--- config.mk ---
export PLATFORM = sky130hd
export DESIGN_NAME = two_demux_buf_flat
export DESIGN_NICKNAME = d
export VERILOG_FILES = /design/src/rtl/two_demux_buf_if.sv /design/src/rtl/two_demux_buf.sv /design/src/flat_wrapper.sv
export SDC_FILE = /design/constraint.sdc
export NUM_CORES = 1
export LEC_CHECK = 0
export CORE_MARGIN = 2
export CORE_UTILIZATION = 45
export DETAILED_ROUTE_END_ITERATION = 10
export PLACE_DENSITY_LB_ADDON = 0.2
export SLEW_MARGIN = 20
export SYNTH_ARGS = -nofsm -noshare
export SYNTH_HDL_FRONTEND = slang
export SYNTH_SLANG_ARGS = --single-unit
--- constraint.sdc ---
create_clock -name clk -period 2.02 [get_ports clk]
set_input_delay 0.404 -clock clk [delete_from_list [all_inputs] [get_ports clk]]
set_output_delay 0.404 -clock clk [all_outputs]
set_load 0.05 [all_outputs]
--- src/rtl/two_demux_buf_if.sv ---
// Handshake bundle for the two-channel demux buffer: one tagged input stream, two output streams.
// TWO_DEMUX_STATS_EN adds the per-channel push counters.
interface two_demux_buf_if #(
    parameter int W = 4
);
    logic [W-1:0] in_data;
    logic         in_sel;
    logic         in_en;
    logic         in_valid;
    logic         in_ready;
    logic [W-1:0] a_data;
    logic         a_valid;
    logic         a_ready;
    logic [W-1:0] b_data;
    logic         b_valid;
    logic         b_ready;
`ifdef TWO_DEMUX_STATS_EN
    logic [7:0]   a_count;
    logic [7:0]   b_count;
`endif

    modport master (
        output in_data, in_sel, in_en, in_valid, a_ready, b_ready,
        input  in_ready, a_data, a_valid, b_data, b_valid
`ifdef TWO_DEMUX_STATS_EN
        , input a_count, b_count
`endif
    );

    modport slave (
        input  in_data, in_sel, in_en, in_valid, a_ready, b_ready,
        output in_ready, a_data, a_valid, b_data, b_valid
`ifdef TWO_DEMUX_STATS_EN
        , output a_count, b_count
`endif
    );
endinterface

--- src/rtl/two_demux_buf.sv ---
// Steers a tagged word stream into two independent FIFOs (A when in_sel=1, B otherwise).
// Optional feature macro: TWO_DEMUX_STATS_EN (saturating per-channel push counters).
module two_demux_buf #(
    parameter int W     = 4,
    parameter int DEPTH = 2
) (
    input logic          clk,
    input logic          rst_n,
    two_demux_buf_if.slave bus
);
    localparam int            PW       = $clog2(DEPTH);
    localparam logic [PW:0]   OCC_FULL = (PW + 1)'(DEPTH);

    // Channel index 0 is A, 1 is B.
    logic [W-1:0]  mem    [2][DEPTH];
    logic [PW-1:0] wr_ptr [2];
    logic [PW-1:0] rd_ptr [2];
    logic [PW:0]   occ    [2];
    logic [1:0]    full;
    logic [1:0]    empty;
    logic [1:0]    push;
    logic [1:0]    pop;
    logic [1:0]    ready;
    logic          in_ready;

    always_comb begin
        full  = '0;
        empty = '0;
        for (int c = 0; c < 2; c++) begin
            full[c]  = (occ[c] == OCC_FULL);
            empty[c] = (occ[c] == '0);
        end
    end

    // Held low during reset so no word can be accepted while state is cleared.
    assign in_ready = rst_n & bus.in_en & ~(bus.in_sel ? full[0] : full[1]);
    assign ready    = {bus.b_ready, bus.a_ready};
    assign push[0]  = bus.in_valid & in_ready & bus.in_sel;
    assign push[1]  = bus.in_valid & in_ready & ~bus.in_sel;
    assign pop      = ~empty & ready;

    assign bus.in_ready = in_ready;
    assign bus.a_valid  = ~empty[0];
    assign bus.b_valid  = ~empty[1];
    assign bus.a_data   = mem[0][rd_ptr[0]];
    assign bus.b_data   = mem[1][rd_ptr[1]];

    always_ff @(posedge clk or negedge rst_n) begin
        if (!rst_n) begin
            for (int c = 0; c < 2; c++) begin
                for (int d = 0; d < DEPTH; d++) begin
                    mem[c][d] <= '0;
                end
                wr_ptr[c] <= '0;
                rd_ptr[c] <= '0;
                occ[c]    <= '0;
            end
        end else begin
            for (int c = 0; c < 2; c++) begin
                if (push[c]) begin
                    mem[c][wr_ptr[c]] <= bus.in_data;
                    wr_ptr[c]         <= wr_ptr[c] + 1'b1;
                end
                if (pop[c]) begin
                    rd_ptr[c] <= rd_ptr[c] + 1'b1;
                end
                if (push[c] && !pop[c]) begin
                    occ[c] <= occ[c] + 1'b1;
                end else if (!push[c] && pop[c]) begin
                    occ[c] <= occ[c] - 1'b1;
                end
            end
        end
    end

`ifdef TWO_DEMUX_STATS_EN
    logic [7:0] push_cnt [2];

    always_ff @(posedge clk or negedge rst_n) begin
        if (!rst_n) begin
            push_cnt[0] <= '0;
            push_cnt[1] <= '0;
        end else begin
            for (int c = 0; c < 2; c++) begin
                if (push[c] && (push_cnt[c] != 8'hFF)) begin
                    push_cnt[c] <= push_cnt[c] + 8'd1;
                end
            end
        end
    end

    assign bus.a_count = push_cnt[0];
    assign bus.b_count = push_cnt[1];
`endif
endmodule

--- src/flat_wrapper.sv ---
// flat-port wrapper written by rule: the top's interface ports become plain ports
module two_demux_buf_flat 
#(
    parameter int W     = 4,
    parameter int DEPTH = 2
)
  (clk, rst_n, bus_in_data, bus_in_sel, bus_in_en, bus_in_valid, bus_a_ready, bus_b_ready, bus_in_ready, bus_a_data, bus_a_valid, bus_b_data, bus_b_valid);
  two_demux_buf_if #(.W(W)) bus_i ();
  input logic clk;
  input logic rst_n;
  input wire logic [$bits(bus_i.in_data)-1:0] bus_in_data;
  input wire logic [$bits(bus_i.in_sel)-1:0] bus_in_sel;
  input wire logic [$bits(bus_i.in_en)-1:0] bus_in_en;
  input wire logic [$bits(bus_i.in_valid)-1:0] bus_in_valid;
  input wire logic [$bits(bus_i.a_ready)-1:0] bus_a_ready;
  input wire logic [$bits(bus_i.b_ready)-1:0] bus_b_ready;
  output wire logic [$bits(bus_i.in_ready)-1:0] bus_in_ready;
  output wire logic [$bits(bus_i.a_data)-1:0] bus_a_data;
  output wire logic [$bits(bus_i.a_valid)-1:0] bus_a_valid;
  output wire logic [$bits(bus_i.b_data)-1:0] bus_b_data;
  output wire logic [$bits(bus_i.b_valid)-1:0] bus_b_valid;
  assign bus_i.in_data = bus_in_data;
  assign bus_i.in_sel = bus_in_sel;
  assign bus_i.in_en = bus_in_en;
  assign bus_i.in_valid = bus_in_valid;
  assign bus_i.a_ready = bus_a_ready;
  assign bus_i.b_ready = bus_b_ready;
  assign bus_in_ready = bus_i.in_ready;
  assign bus_a_data = bus_i.a_data;
  assign bus_a_valid = bus_i.a_valid;
  assign bus_b_data = bus_i.b_data;
  assign bus_b_valid = bus_i.b_valid;
  two_demux_buf #(.W(W), .DEPTH(DEPTH)) u_core (.clk(clk), .rst_n(rst_n), .bus(bus_i));
endmodule
# Yosys cells after proc, flatten, opt, wreduce, memory -nomap -nowiden
# Cells that the tools add are included.
# word_totals
in_bits	11
word_cells	72
ff_bits	24
out_inout_bits	11
# classes
bitwise	15
magnitude_cmp	6
muxes	17
eq_ne	2
n_addsub	8
n_reduce_logical	14
# ops
op	count
$mux W4	8
$bwmux W8	2
$demux W4 S1	2
$ge A2 B2 Y1 const B	4
$mux W2	4
$not A1 Y2	4
$logic_and A1 B1 Y1	6
$and A1 B1 Y1	5
$add A1 B1 Y1 const B	4
$add A2 B1 Y2 const B	2
$eq A2 B2 Y1 const B	2
$logic_not A1 Y1	4
$logic_not A2 Y1	2
$lt A2 B1 Y1 const B	2
$not A1 Y1	4
$reduce_bool A2 Y1	2
$sub A2 B1 Y2 const B	2
$and A2 B2 Y2	1
$not A2 Y2	1
$mux W1	1

# Longest topological paths before layout
# depth
ltp_word	10
ltp_mapped	6
ltp_nobuf	6

# Least setup slack after synthesis
# OpenSTA, ideal clock, no wires.
# synth_timing
path_type	register to register
startpoint	register u_core.occ[0] (netlist name)
endpoint	register u_core.occ[1] (netlist name)
t_arrival_ps	1439
t_required_ps	1895
path_stages_with_launch	7
path_slack_ps	456
synth_period_minus_slack_ps	1564
path_cell_list	dfrtp_1 -> or2_2 -> nand2_1 -> ha_1 -> xor2_1 -> nor2_1 -> xor2_1
# synth_via
elab_chain_cells	9
word_cells_on_any_way	18
cone_classes	2 x add/sub; 1 x eq/ne; 3 x mux; 6 x bitwise; 6 x reduce/logical
# synth_lines
element	line_no	source
from (decl)	two_demux_buf.sv:18	logic [PW:0] occ [2];
from (signal, indexed assignment)	two_demux_buf.sv:68	occ[c] <= occ[c] + 1'b1;
from (signal, indexed assignment)	two_demux_buf.sv:70	occ[c] <= occ[c] - 1'b1;
$eq A2 B2 Y1	two_demux_buf.sv:30	full[c] = (occ[c] == OCC_FULL);
$mux W1	two_demux_buf.sv:36	assign in_ready = rst_n & bus.in_en & ~(bus.in_sel ? full[0] : full[1]);
$not A1 Y1	two_demux_buf.sv:36	
$and A1 B1 Y1	two_demux_buf.sv:36	
$and A1 B1 Y1 (2 in a row)	two_demux_buf.sv:39	assign push[1] = bus.in_valid & in_ready & ~bus.in_sel;
$logic_not A1 Y1	two_demux_buf.sv:69	end else if (!push[c] && pop[c]) begin
$logic_and A1 B1 Y1	two_demux_buf.sv:69	
$reduce_bool A2 Y1 (no source line)	n/a	
# Parallel ways exist; a longest one is shown, timed or not. The select of a mux whose other input is x is not followed.
# A chain may end at the register's enable or synchronous reset.

# Final worst setup path
# layout_timing
startpoint	input rst_n
endpoint	output bus_in_ready
# layout_via
elab_chain_cells	2
# layout_lines
element	line_no	source
from (decl)	flat_wrapper.sv:10	input logic rst_n;
$and A1 B1 Y1 (2 in a row)	two_demux_buf.sv:36	
to (decl)	flat_wrapper.sv:17	output wire logic [$bits(bus_i.in_ready)-1:0] bus_in_ready;
# Every way passes these cells.

==> impl_metrics.csv <==
group,metric,value,unit
grt,grt_pass1_vias,700,
timing,hold_violations,0,
timing,worst_pin_slew,481,ps
grt,grt_pass1_wl,3.11,mm
floorplan,core,0.00243,mm^2
grt,grt.total_usage,0.154,
final_layout,drive_gt1_frac,0.464,
synth,synthCells,80,
final_layout,area_delta_synth_final,31.2,%
clock_tree,cts_buffer_depth,2,
worst_setup_path,critPathKind,"in2out",
final_layout,fin_area,0.00148,mm^2
detailed_routing,ant_nets,0,
floorplan,rows,18,
synth,seq_area_frac_synth,0.533,
timing,rsz0062_at_grt,"no",
floorplan,start_util,0.463,
timing,setup_ws,59.4,ps
placed_design,port_buffers,21,
placed_design,place_area,0.00142,mm^2
final_layout,stdcell_count,142,
run_status,status,"finished clean",
clock_tree,cts_tree,"done",
timing,fin_tns_setup,0,ps
clock_tree,post_cts_buffers,0,
timing,period_minus_slack,1960,ps
floorplan,die_x,54.1,um
worst_setup_path,required,1620,ps
timing,setup_viol,0,
synth,synth_area,0.00113,mm^2
placed_design,dp_cells,138,
clock_tree,insertion_delay,310,ps
final_layout,fin_nets,126,
timing,layout_worst_path_cycle_share,0.971,
power_and_ir_drop,p_per_area,1740,mW/mm^2
synth,synth.largest_area_cell,"dfrtp_1",
worst_setup_path,cp-start-kind,"input pin",
placed_design,hpwlAfterDp,1.44,mm
clock_tree,path_clk_slew,130,ps
grt,antenna_found_initial,0,
detailed_routing,vias,696,
synth,yosysUniqueCellTypes,19,
detailed_routing,firstDrtPassIters,2,
clock_tree,clock_sinks,24,
synth,syn_area_per_cell,14.1,um^2
power_and_ir_drop,p_leak,0.688,nW
detailed_routing,drc,0,
grt,grt_max_degree,26,
clock_tree,cts_buffers,3,
worst_setup_path,reg2reg_depth,3,
worst_setup_path,critical_path_arrival,1560,ps
floorplan,io_pins,22,
placed_design,dp_slack,-118,ps
final_layout,diodes,0,
clock_tree,htree_levels,1,
detailed_routing,vias_per_cell,4.90,
final_layout,final_common_cell,"dfrtp_1",
detailed_routing,wl,1.95,mm
synth,yosys.area.top_type_share,0.533,
timing,fmax,510,MHz
floorplan,die_h,54.1,um
run,cap_violations,0,
floorplan,die_area,0.00292,mm^2
placed_design,place_congestion,0.677,
power_and_ir_drop,ir_drop,1.02,mV
timing,finalClockSkew,1.06,ps
detailed_routing,avgRoutedWirePerCell,13.7,um
grt,grt_overflow,0,
clock_tree,hold_buffers,0,
clock_tree,root_buffer,"clkbuf_4",
synth,ys_ff_latch,24,
timing,maxSlewHeadroom,0.680,
synth,synth_nets,93,
worst_setup_path,crit_fanout,25,
final_layout,final_cell_mix,"dfrtp_1 (24), mux2_2 (20), buf_4 (16), clkdlybuf4s50_1 (10), xor2_1 (6)",
detailed_routing,drtIter0Drc,2,
synth,yosysWarnings,0,
hold_path,hold_path_class,"in2async",
synth,synth_area_leaders,"dfrtp_1 (53%), mux2_2 (20%), mux2_4 (5.3%)",
timing,drv_slew,0,
worst_setup_path,cp-end-kind,"output port",
[metal layers]
layer / vias up / wire length, um / track usage
li1: 344 / - / -
met3: 4 / 48 / 0.0250
met4: 0 / 31 / 0.0750
met5: - / 0 / 0
met1: 336 / 932 / 0.200
met2: 12 / 934 / 0.248
[final timing paths]
kind	start	endpoint	slack (ps)
max	rst_n	bus_in_ready	60
min	rst_n	u_core.occ[0]	460
max reg2reg	u_core.occ[1]	u_core.mem[6]	400
min reg2reg	u_core.wr_ptr[0]	u_core.wr_ptr[0]	490
max in group asynchronous	rst_n	u_core.occ[3]	1390
min in group clk	u_core.wr_ptr[0]	u_core.wr_ptr[0]	490
[synthesized netlist by cell type]
library cell  count
dfrtp_1          24
and3_1            1
inv_1             1
nor2b_1           2
mux2_4            4
nor2_1            2
nor4b_2           1
nor4_2            1
nor3_1            3
or2_2             2
xnor2_1           4
mux2_2           20
nand2_1           3
or4_1             1
nand3_2           1
buf_2             1
ha_1              2
xor2_1            6
mux2i_1           1
[cell families (layout without fill, tap and decap cells)]
family	count (synthesis)	after routing	synth area share
xor gates and xnor gates	10	10	0.0777
adders and majority gates	2	2	0.0222
buffers and inverters	2	34	0.00776
DFF	24	24	0.533
muxes	25	25	0.262
and+or+nand+nor	17	17	0.0977
[stage by stage]
step	util	power, W	hold WS (ps)
2_1_floorplan	-	0.00188	108
3_3_place_gp	0.583	0.00222	467
3_5_place_dp	0.583	0.00225	472
4_1_cts	0.605	0.00260	463
5_1_grt	0.608	0.00273	466
6_report	0.608	0.00258	462
[where the power goes]
group	internal, W	total [W]	switching, W	leakage, nW
clock network	0.000201	0.000349	0.000149	0.0279
registers	0.000718	0.000893	0.000175	0.293
logic	0.000581	0.00134	0.000757	0.368
[state kept, by name (all words and copies together) (netlist names)]
signal,flops
u_core.mem,16
u_core.occ,4
u_core.rd_ptr,2
u_core.wr_ptr,2
[critical path: stages]
cell	delay, ps
clkdlybuf4s50_1	530
buf_8	220
and3_1	240
buf_12	150
[area by class of cell]
class | count | area [um^2]
Clock buffer | 3 | 22.5
Multi-Input combinational cell | 54 | 520
Sequential cell | 24 | 601
Inverter | 1 | 3.75
Tap cell | 30 | 37.5
Fill cell | 196 | 953
Timing Repair Buffer | 29 | 264
Clock inverter | 1 | 30.0
[repair_timing]
item                       CTS  global route
gates resized for setup      2             2
setup endpoints to repair    2             1
gates cloned                 0             0
(Power assumes the default switching activity.)
